[src/rtl/uart_pkg.sv]
// Shared UART definitions: frame defaults and the one-hot state encoding.
package uart_pkg;

  localparam int unsigned DATA_BITS_DEF  = 8;
  localparam int unsigned OVERSAMPLE_DEF = 16;
  localparam int unsigned STATE_W        = 4;

  typedef enum logic [STATE_W-1:0] {
    ST_IDLE  = 4'b0001,
    ST_START = 4'b0010,
    ST_DATA  = 4'b0100,
    ST_STOP  = 4'b1000
  } uart_state_e;

endpackage

[src/rtl/sync_2ff.sv]
// Generic two-flop synchronizer for a single asynchronous input bit.
module sync_2ff #(
  parameter logic RST_VAL = 1'b1
) (
  input  logic clk,
  input  logic rst_count,
  input  logic d,
  output logic q
);

  logic meta;

  // Two-stage capture; reset value chosen so the output looks idle after reset
  always_ff @(posedge clk or negedge rst_count) begin
    if (!rst_count) begin
      meta <= RST_VAL;
      q    <= RST_VAL;
    end else begin
      meta <= d;
      q    <= meta;
    end
  end

endmodule

[src/rtl/uart_rx.sv]
// 8N1 UART receiver: oversampled, mid-bit sampling, one-cycle done/error pulses.
module uart_rx
  import uart_pkg::*;
#(
  parameter int unsigned DATA_BITS  = DATA_BITS_DEF,
  parameter int unsigned OVERSAMPLE = OVERSAMPLE_DEF
) (
  input  logic                 clk,
  input  logic                 rst_count,
  input  logic                 baud_rate,
  input  logic                 rx,
  output logic [DATA_BITS-1:0] d_out,
  output logic                 rx_done,
  output logic                 frame_err,
  output logic                 busy
);

  // DATA_BITS is expected to be at least 2 (bit counter and shift slice)
  localparam int unsigned TICK_W = $clog2(OVERSAMPLE);
  localparam int unsigned BIT_W  = $clog2(DATA_BITS);

  localparam logic [TICK_W-1:0] TICK_HALF = TICK_W'(OVERSAMPLE / 2 - 1);
  localparam logic [TICK_W-1:0] TICK_LAST = TICK_W'(OVERSAMPLE - 1);
  localparam logic [BIT_W-1:0]  BIT_LAST  = BIT_W'(DATA_BITS - 1);

  uart_state_e           state;
  logic [TICK_W-1:0]     tick_cnt;
  logic [BIT_W-1:0]      bit_cnt;
  logic [DATA_BITS-1:0]  shift;
  logic                  rx_s;

  // Bring the asynchronous line into the clk domain, idle-high after reset
  sync_2ff #(
    .RST_VAL (1'b1)
  ) u_sync (
    .clk       (clk),
    .rst_count (rst_count),
    .d         (rx),
    .q         (rx_s)
  );

  // Receive FSM: start detect, mid-start qualify, data shift, stop check
  always_ff @(posedge clk or negedge rst_count) begin
    if (!rst_count) begin
      state     <= ST_IDLE;
      tick_cnt  <= '0;
      bit_cnt   <= '0;
      shift     <= '0;
      d_out     <= '0;
      rx_done   <= 1'b0;
      frame_err <= 1'b0;
      busy      <= 1'b0;
    end else begin
      rx_done   <= 1'b0;
      frame_err <= 1'b0;
      unique case (state)
        ST_IDLE: begin
          busy <= 1'b0;
          if (!rx_s) begin
            state    <= ST_START;
            tick_cnt <= '0;
            busy     <= 1'b1;
          end
        end
        ST_START: begin
          if (baud_rate) begin
            if (tick_cnt == TICK_HALF) begin
              tick_cnt <= '0;
              if (!rx_s) begin
                state   <= ST_DATA;
                bit_cnt <= '0;
              end else begin
                // Line went back high before mid start bit: treat as a glitch
                state <= ST_IDLE;
                busy  <= 1'b0;
              end
            end else begin
              tick_cnt <= tick_cnt + TICK_W'(1);
            end
          end
        end
        ST_DATA: begin
          if (baud_rate) begin
            if (tick_cnt == TICK_LAST) begin
              shift    <= {rx_s, shift[DATA_BITS-1:1]};
              tick_cnt <= '0;
              if (bit_cnt == BIT_LAST) begin
                state <= ST_STOP;
              end else begin
                bit_cnt <= bit_cnt + BIT_W'(1);
              end
            end else begin
              tick_cnt <= tick_cnt + TICK_W'(1);
            end
          end
        end
        ST_STOP: begin
          if (baud_rate) begin
            if (tick_cnt == TICK_LAST) begin
              // Leave at mid stop bit so a back-to-back start edge is not missed
              tick_cnt <= '0;
              state    <= ST_IDLE;
              busy     <= 1'b0;
              if (rx_s) begin
                d_out   <= shift;
                rx_done <= 1'b1;
              end else begin
                frame_err <= 1'b1;
              end
            end else begin
              tick_cnt <= tick_cnt + TICK_W'(1);
            end
          end
        end
        default: begin
          state    <= ST_IDLE;
          tick_cnt <= '0;
          busy     <= 1'b0;
        end
      endcase
    end
  end

endmodule

[config.mk]
export PLATFORM = sky130hd
export DESIGN_NAME = uart_rx
export DESIGN_NICKNAME = d
export VERILOG_FILES = /design/src/rtl/uart_pkg.sv /design/src/rtl/sync_2ff.sv /design/src/rtl/uart_rx.sv
export SDC_FILE = /design/constraint.sdc
export NUM_CORES = 1
export LEC_CHECK = 0
export ABC_AREA = 1
export BUFFER_PORTS_ARGS = -buffer_cell sky130_fd_sc_hd__buf_4
export CAP_MARGIN = 40
export CORE_MARGIN = 2
export CORE_UTILIZATION = 30
export CTS_BUF_LIST = sky130_fd_sc_hd__clkbuf_8
export DETAILED_ROUTE_END_ITERATION = 6
export PLACE_DENSITY = 0.46
export SETUP_SLACK_MARGIN = 0.02
export SLEW_MARGIN = 20
export SYNTH_ARGS = -nofsm -noshare
export SYNTH_HDL_FRONTEND = slang
export SYNTH_SLANG_ARGS = --single-unit
[constraint.sdc]
create_clock -name clk -period 4.3 [get_ports clk]
set_clock_uncertainty 0.1 [all_clocks]
set_input_delay 0.43 -clock clk [delete_from_list [all_inputs] [get_ports clk]]
set_output_delay 0.43 -clock clk [all_outputs]
set_load 0.05 [all_outputs]
After elaboration in Yosys (flattened, before gate mapping). Index checks and enable logic that the tools add are counted.

Register bits: 32. Input port bits: 4. Output and inout port bits: 11.

$add $sub $neg: 2. Equality and inequality tests: 19. Multiplexer cells: 37. Bitwise gates (word level): 1. Reduce and logical (&&, ||, !) cells: 8.

Operators by type and width (number): 2-to-1 mux 4 bit (13); 2-to-1 mux 3 bit (7); inequality test 2 bit (second input constant) (10); one-hot mux 4 bit (4 select lines) (1); 2-to-1 mux 1 bit (13); one-hot mux 4 bit (3 select lines) (1); == test 4 x 3 -> 1 bit (second input constant) (2); == test 4 bit (second input constant) (2); AND reduction 8 bit (1); AND reduction 7 bit (1); one-hot mux 3 bit (2 select lines) (1); AND reduction 3 bit (2); AND reduction 6 bit (1); adder 4 x 1 -> 4 bit (second input constant) (1); == test 4 x 1 -> 1 bit (second input constant) (1); == test 4 x 2 -> 1 bit (second input constant) (1); inequality test 2 x 1 -> 1 bit (second input constant) (2); one-hot mux 1 bit (4 select lines) (1); AND reduction 4 bit (1); adder 3 x 1 -> 3 bit (second input constant) (1); == test 3 bit (second input constant) (1); nonzero test 2 bit (1); OR reduction 2 bit (1); inverter 1 bit (1).

Depth between registers and ports, before layout.
Depth after elaboration: 5. Depth in mapped cells: 10. Mapped depth without buffers: 10.

Cells and area by module. From an unflattened synthesis, not the netlist that was laid out.

Cells, all modules: 200. Area total of the unflattened synthesis: 1644.1 µm².

Modules (own cells, without submodules): uart_rx (times used 1, cells an instance 198, area an instance 1591.5 µm²); sync_2ff (times used 1, cells an instance 2, area an instance 52.6 µm²).

Worst setup path before layout. Ideal clock, no wire load.

Path type: flip-flop to flip-flop. Start: register tick_cnt[0]. End: register d_out[6]. Data arrival time: 1.207 ns. Data required time: 4.080 ns. Setup slack: 2.873 ns. Stages on the path, launching flop included: 8. Path through: dfrtp_1 -> ha_1 -> nand3_2 -> nor2_4 -> nand3_4 -> buf_6 -> nand2_1 -> o21ai_2.

Longest elaborated chain between the ends: 2.

RTL lines: start, declared (RTL line uart_rx.sv:27) `logic [TICK_W-1:0] tick_cnt;`; start signal, assigned (RTL line uart_rx.sv:78) `tick_cnt <= tick_cnt + TICK_W'(1);`; start signal, assigned (RTL line uart_rx.sv:93) `tick_cnt <= tick_cnt + TICK_W'(1);`; start signal, assigned (RTL line uart_rx.sv:111) `tick_cnt <= tick_cnt + TICK_W'(1);`; == test 4 bit (RTL line uart_rx.sv:99) `if (tick_cnt == TICK_LAST) begin`; AND reduction 4 bit (no line); end signal, assigned (RTL line uart_rx.sv:105) `d_out <= shift;`; end, declared (RTL line uart_rx.sv:12) `output logic [DATA_BITS-1:0] d_out,`.

No other way between the ends. A chain may end at the register's enable or synchronous reset.

Worst setup path after layout.
Start: register tick_cnt[0]. End: register shift[0].

Longest elaborated chain between the ends: 2.

RTL lines: == test 4 bit (RTL line uart_rx.sv:84) `if (tick_cnt == TICK_LAST) begin`; AND reduction 3 bit (no line); end signal, assigned (RTL line uart_rx.sv:85) `shift <= {rx_s, shift[DATA_BITS-1:1]};`; end, declared (RTL line uart_rx.sv:29) `logic [DATA_BITS-1:0] shift;`.

No other way between the ends.

==> results.txt <==
The flow ran to the end, and the final reports show no timing, DRC or antenna violations. Once the clock tree was built, the setup fixing pass inserted 0 buffers. After detailed routing, the average wire length per cell comes to 10.9 microns. After detailed placement, the design holds a cell count of 273.

Post-synthesis area per instance: 8.48 sq um. The first global-routing pass estimated 5520 microns of wire. The largest fanout on the critical path was 16; the static leakage was 0.000980 uW. The capture instance of the worst register-to-register path was shift[0]. Across all hold checks on the routed design, the worst slack comes to 0.151 ns. The initial antenna violation count is 0. In this run the power density over the cells is 451 mW/mm^2. The run gives 2 as the level count of the clock H-tree. The critical path starts at tick_cnt[0]. In this run, distinct cell masters in the synthesized netlist total 19. The post-CTS resize count is 0, and the worst slew margin relative to its limit is 71.7%.

The number of synthesized register bits is 32, and the instance count on the critical path is 6. The tools report the number of iterations in the first detailed-routing pass as 4. The run gives 5 as the total CTS buffers.

Sequential cell area in the final layout: 805 sq um. Of all cell types, the one taking the most synthesized area is sky130_fd_sc_hd__dfrtp_1. Dividing the detail-routed via count by the number of cells gives 4.29. After clock tree synthesis, the clock-pin slew on the worst setup and hold paths is 0.07 ns. The fraction of layout instances using a drive strength above 1 is 25.5%.

For the placement-stage cell area, the log shows 0.00179 sq mm. The clock tree buffer depth is 2. The routed wire length came out at 3070 microns. The final non-filler cell area was 0.00191 sq mm. Compared with the post-synthesis result, the final layout area differs by 17.8%.

The kind of launch point of the worst setup path was a flip-flop. Following the worst setup path forward leads to its endpoint at shift[0]. The sequential element share of the synthesized area came out at 49.7%. The worst path uses 37.4% of the clock period. In the global route stage, overall resource usage came out at 11.9%. Area enclosed by the die boundary: 0.00600 sq mm. The worst setup path category was reg2reg. The compound-gate portion of the synthesized area is 9.50%, and the combined buffer and inverter count along the critical path is 0.

The tools report the beginning of the worst register-to-register path as tick_cnt[0]. 0 antenna diodes ended up in the layout. Ranked by total cell area, the synthesized netlist is headed by sky130_fd_sc_hd__dfrtp_1, sky130_fd_sc_hd__nand2_1, sky130_fd_sc_hd__o21ai_2. Setup repair after global routing left no endpoint under its margin.

The layout has 539 filler cells. Leaving out filler cells and counting taps, the final layout contains 282. Once the floorplan was initialized, standard cells occupied 31.3% of the core. VDD sags by at most 0.170 mV. After synthesis, the share of cell area in mux cells is 0%. Setup violations remaining at the end of the flow were counted as 0. After synthesis, the largest area contributor takes up 44.8% of total cell area.

The minimum setup slack among reg-to-reg paths was 2.69 ns; the number of vias after detailed routing was 1210. Data on the critical path is required at its endpoint by 4.37 ns. The synthesized netlist devotes 2.32% of its cell area to adder and majority cells. The Yosys step of the flow raised 0 warnings. The combinational family with the most area after synthesis is simple AND/OR/NAND/NOR gates. After Yosys synthesis, XOR and XNOR cells account for 0% of the synthesized area. The number of DRC markers in iteration 0 was 65. Walking the worst path, the cells encountered are ha_1 -> nand3_2 -> nor2_4 -> nand2_2 -> nand2_1 -> o21ai_2.

The number of max-slew violations in the final report came out at 0. The worst register-to-register path has a depth of 6. The count of endpoints failing hold in the final timing report is 0. Class of the worst hold path: in2reg. After layout, the minimum clock period comes to 1.61 ns. Synthesis produced a netlist with a net count of 198. The detail route stage leaves a number of antenna-violating nets equal to 0.

Grouping stages by cell kind, the critical path spends the most delay in simple AND/OR/NAND/NOR gates. Of the total synthesized cell area, the portion taken by AND, OR, NAND and NOR gates is 31.1%. Number of I/O pins: 15. The later pin in the worst-skew pair is clocked with a latency of 0.28 ns. Total power for the finished layout comes to 861 uW.

The number of max-cap violations is 0. Buffers placed on the I/O ports in this run total 14. For the worst setup path, the data arrival time is 1.68 ns. Die width: 77.5 microns.

After floorplanning, the core was divided into 26 placement rows. At the pin with the least slew margin, the transition time is 0.425 ns. The die extent in y is 77.5 microns. Entering global routing, the biggest net connects 33 pins. The largest individual stage delay along the critical path comes from the cell sky130_fd_sc_hd__dfrtp_1. The total overflow left after global routing is 0. After legalization and detailed placement, the total HPWL measured 2190 microns.

The placeable core region was 0.00517 sq mm. CTS placed an instance of sky130_fd_sc_hd__clkbuf_8 at the clock tree root. TritonCTS built the clock tree.

At the end of routability-driven placement, the weighted congestion stood at 0.755. Adding up every negative setup slack in the final design gives 0 ns. The gate count after technology mapping is 191.

The net count of the finished layout was 218. The summed instance area of the synthesized netlist came out at 0.00162 sq mm. The maximum single-stage delay on the critical path was 0.42 ns. Timing would allow up to 0.621 GHz.

The critical path endpoint category was a flip-flop. The via count of the first global-routing pass was 1171. The multi-input gate area in the final layout was 696 sq um. The clock sink total was 32; the DRC violation count after routing was 0.
layer usage:
layer	part of all wire (%)	vias up	track usage [%]
met2	44	22	17.7
met5	0	-	0
met1	50	551	15.7
met3	3.6	5	3.72
met4	1.9	0	5.89
li1	-	632	-
cell usage after synthesis (all sizes together):
cell,instances
buf,2
dfrtp,29
dfstp,3
ha,3
inv,26
nand2,72
nand3,14
nand4,3
nor2,18
nor3,2
o21a,1
o21ai,18
power by group:
part / internal [uW] / switching (uW)
Clock: 170 / 117
Combinational: 67.6 / 155
Sequential: 330 / 22.5
Total: 567 / 294
worst min path at each step:
stage,to,slack (ns),from,cells after the start
final,u_sync.meta,0.15,rx,1
after global placement,u_sync.q,0.25,u_sync.meta,0
after floorplan,bit_cnt[0],0.03,rst_count,0
after global routing,u_sync.meta,0.13,rx,1
after detailed placement,u_sync.q,0.25,u_sync.meta,0
after CTS,u_sync.meta,0.14,rx,1
through the flow:
step / worst slack [ns] / utilization, %
finish: 2.69 / 36.9
global route: 2.53 / 36.9
CTS: 2.67 / 36.9
detailed placement: 2.68 / 34.6
global placement: 2.70 / 34.6
floorplan: 2.87 / -
state kept, by name, indices dropped and copies added, names as in the netlist:
signal,cells
bit_cnt,3
busy,1
d_out,8
frame_err,1
rx_done,1
shift,8
state,4
tick_cnt,4
u_sync.meta,1
u_sync.q,1
cells in the final DEF (no fill, tap or decap), drive strengths merged:
cell and count:
nor2 18, dlygate4sd3 1, clkinv 1, ha 3
clkbuf 5, nand2 72, o21a 1, nand3 14
dfstp 3, nand4 3, buf 14, inv 27
nor3 2, dfrtp 29, o21ai 18, bufinv 1
layout make-up:
cell class,instances,share of cell area (%)
inverter,26,5.11
timing repair buffer,15,6.03
tap,70,4.59
clock inverter,3,2.03
sequential,32,42.2
clock buffer,5,3.61
multi-input combinational,131,36.5
logic make-up (layout without fill, tap and decap cells):
kind of cell / Yosys count / count (layout)
flops: 32 / 32
compound gates: 19 / 19
buf+inv: 28 / 49
fa+ha+maj: 3 / 3
simple gates: 109 / 109
what timing repair did:
action | in CTS | in global routing
hold buffers | 1 | 0
hold endpoints to repair | 16 | 0
endpoints found under the setup margin | 0 | 0
Power figures use the tool's default switching activity.
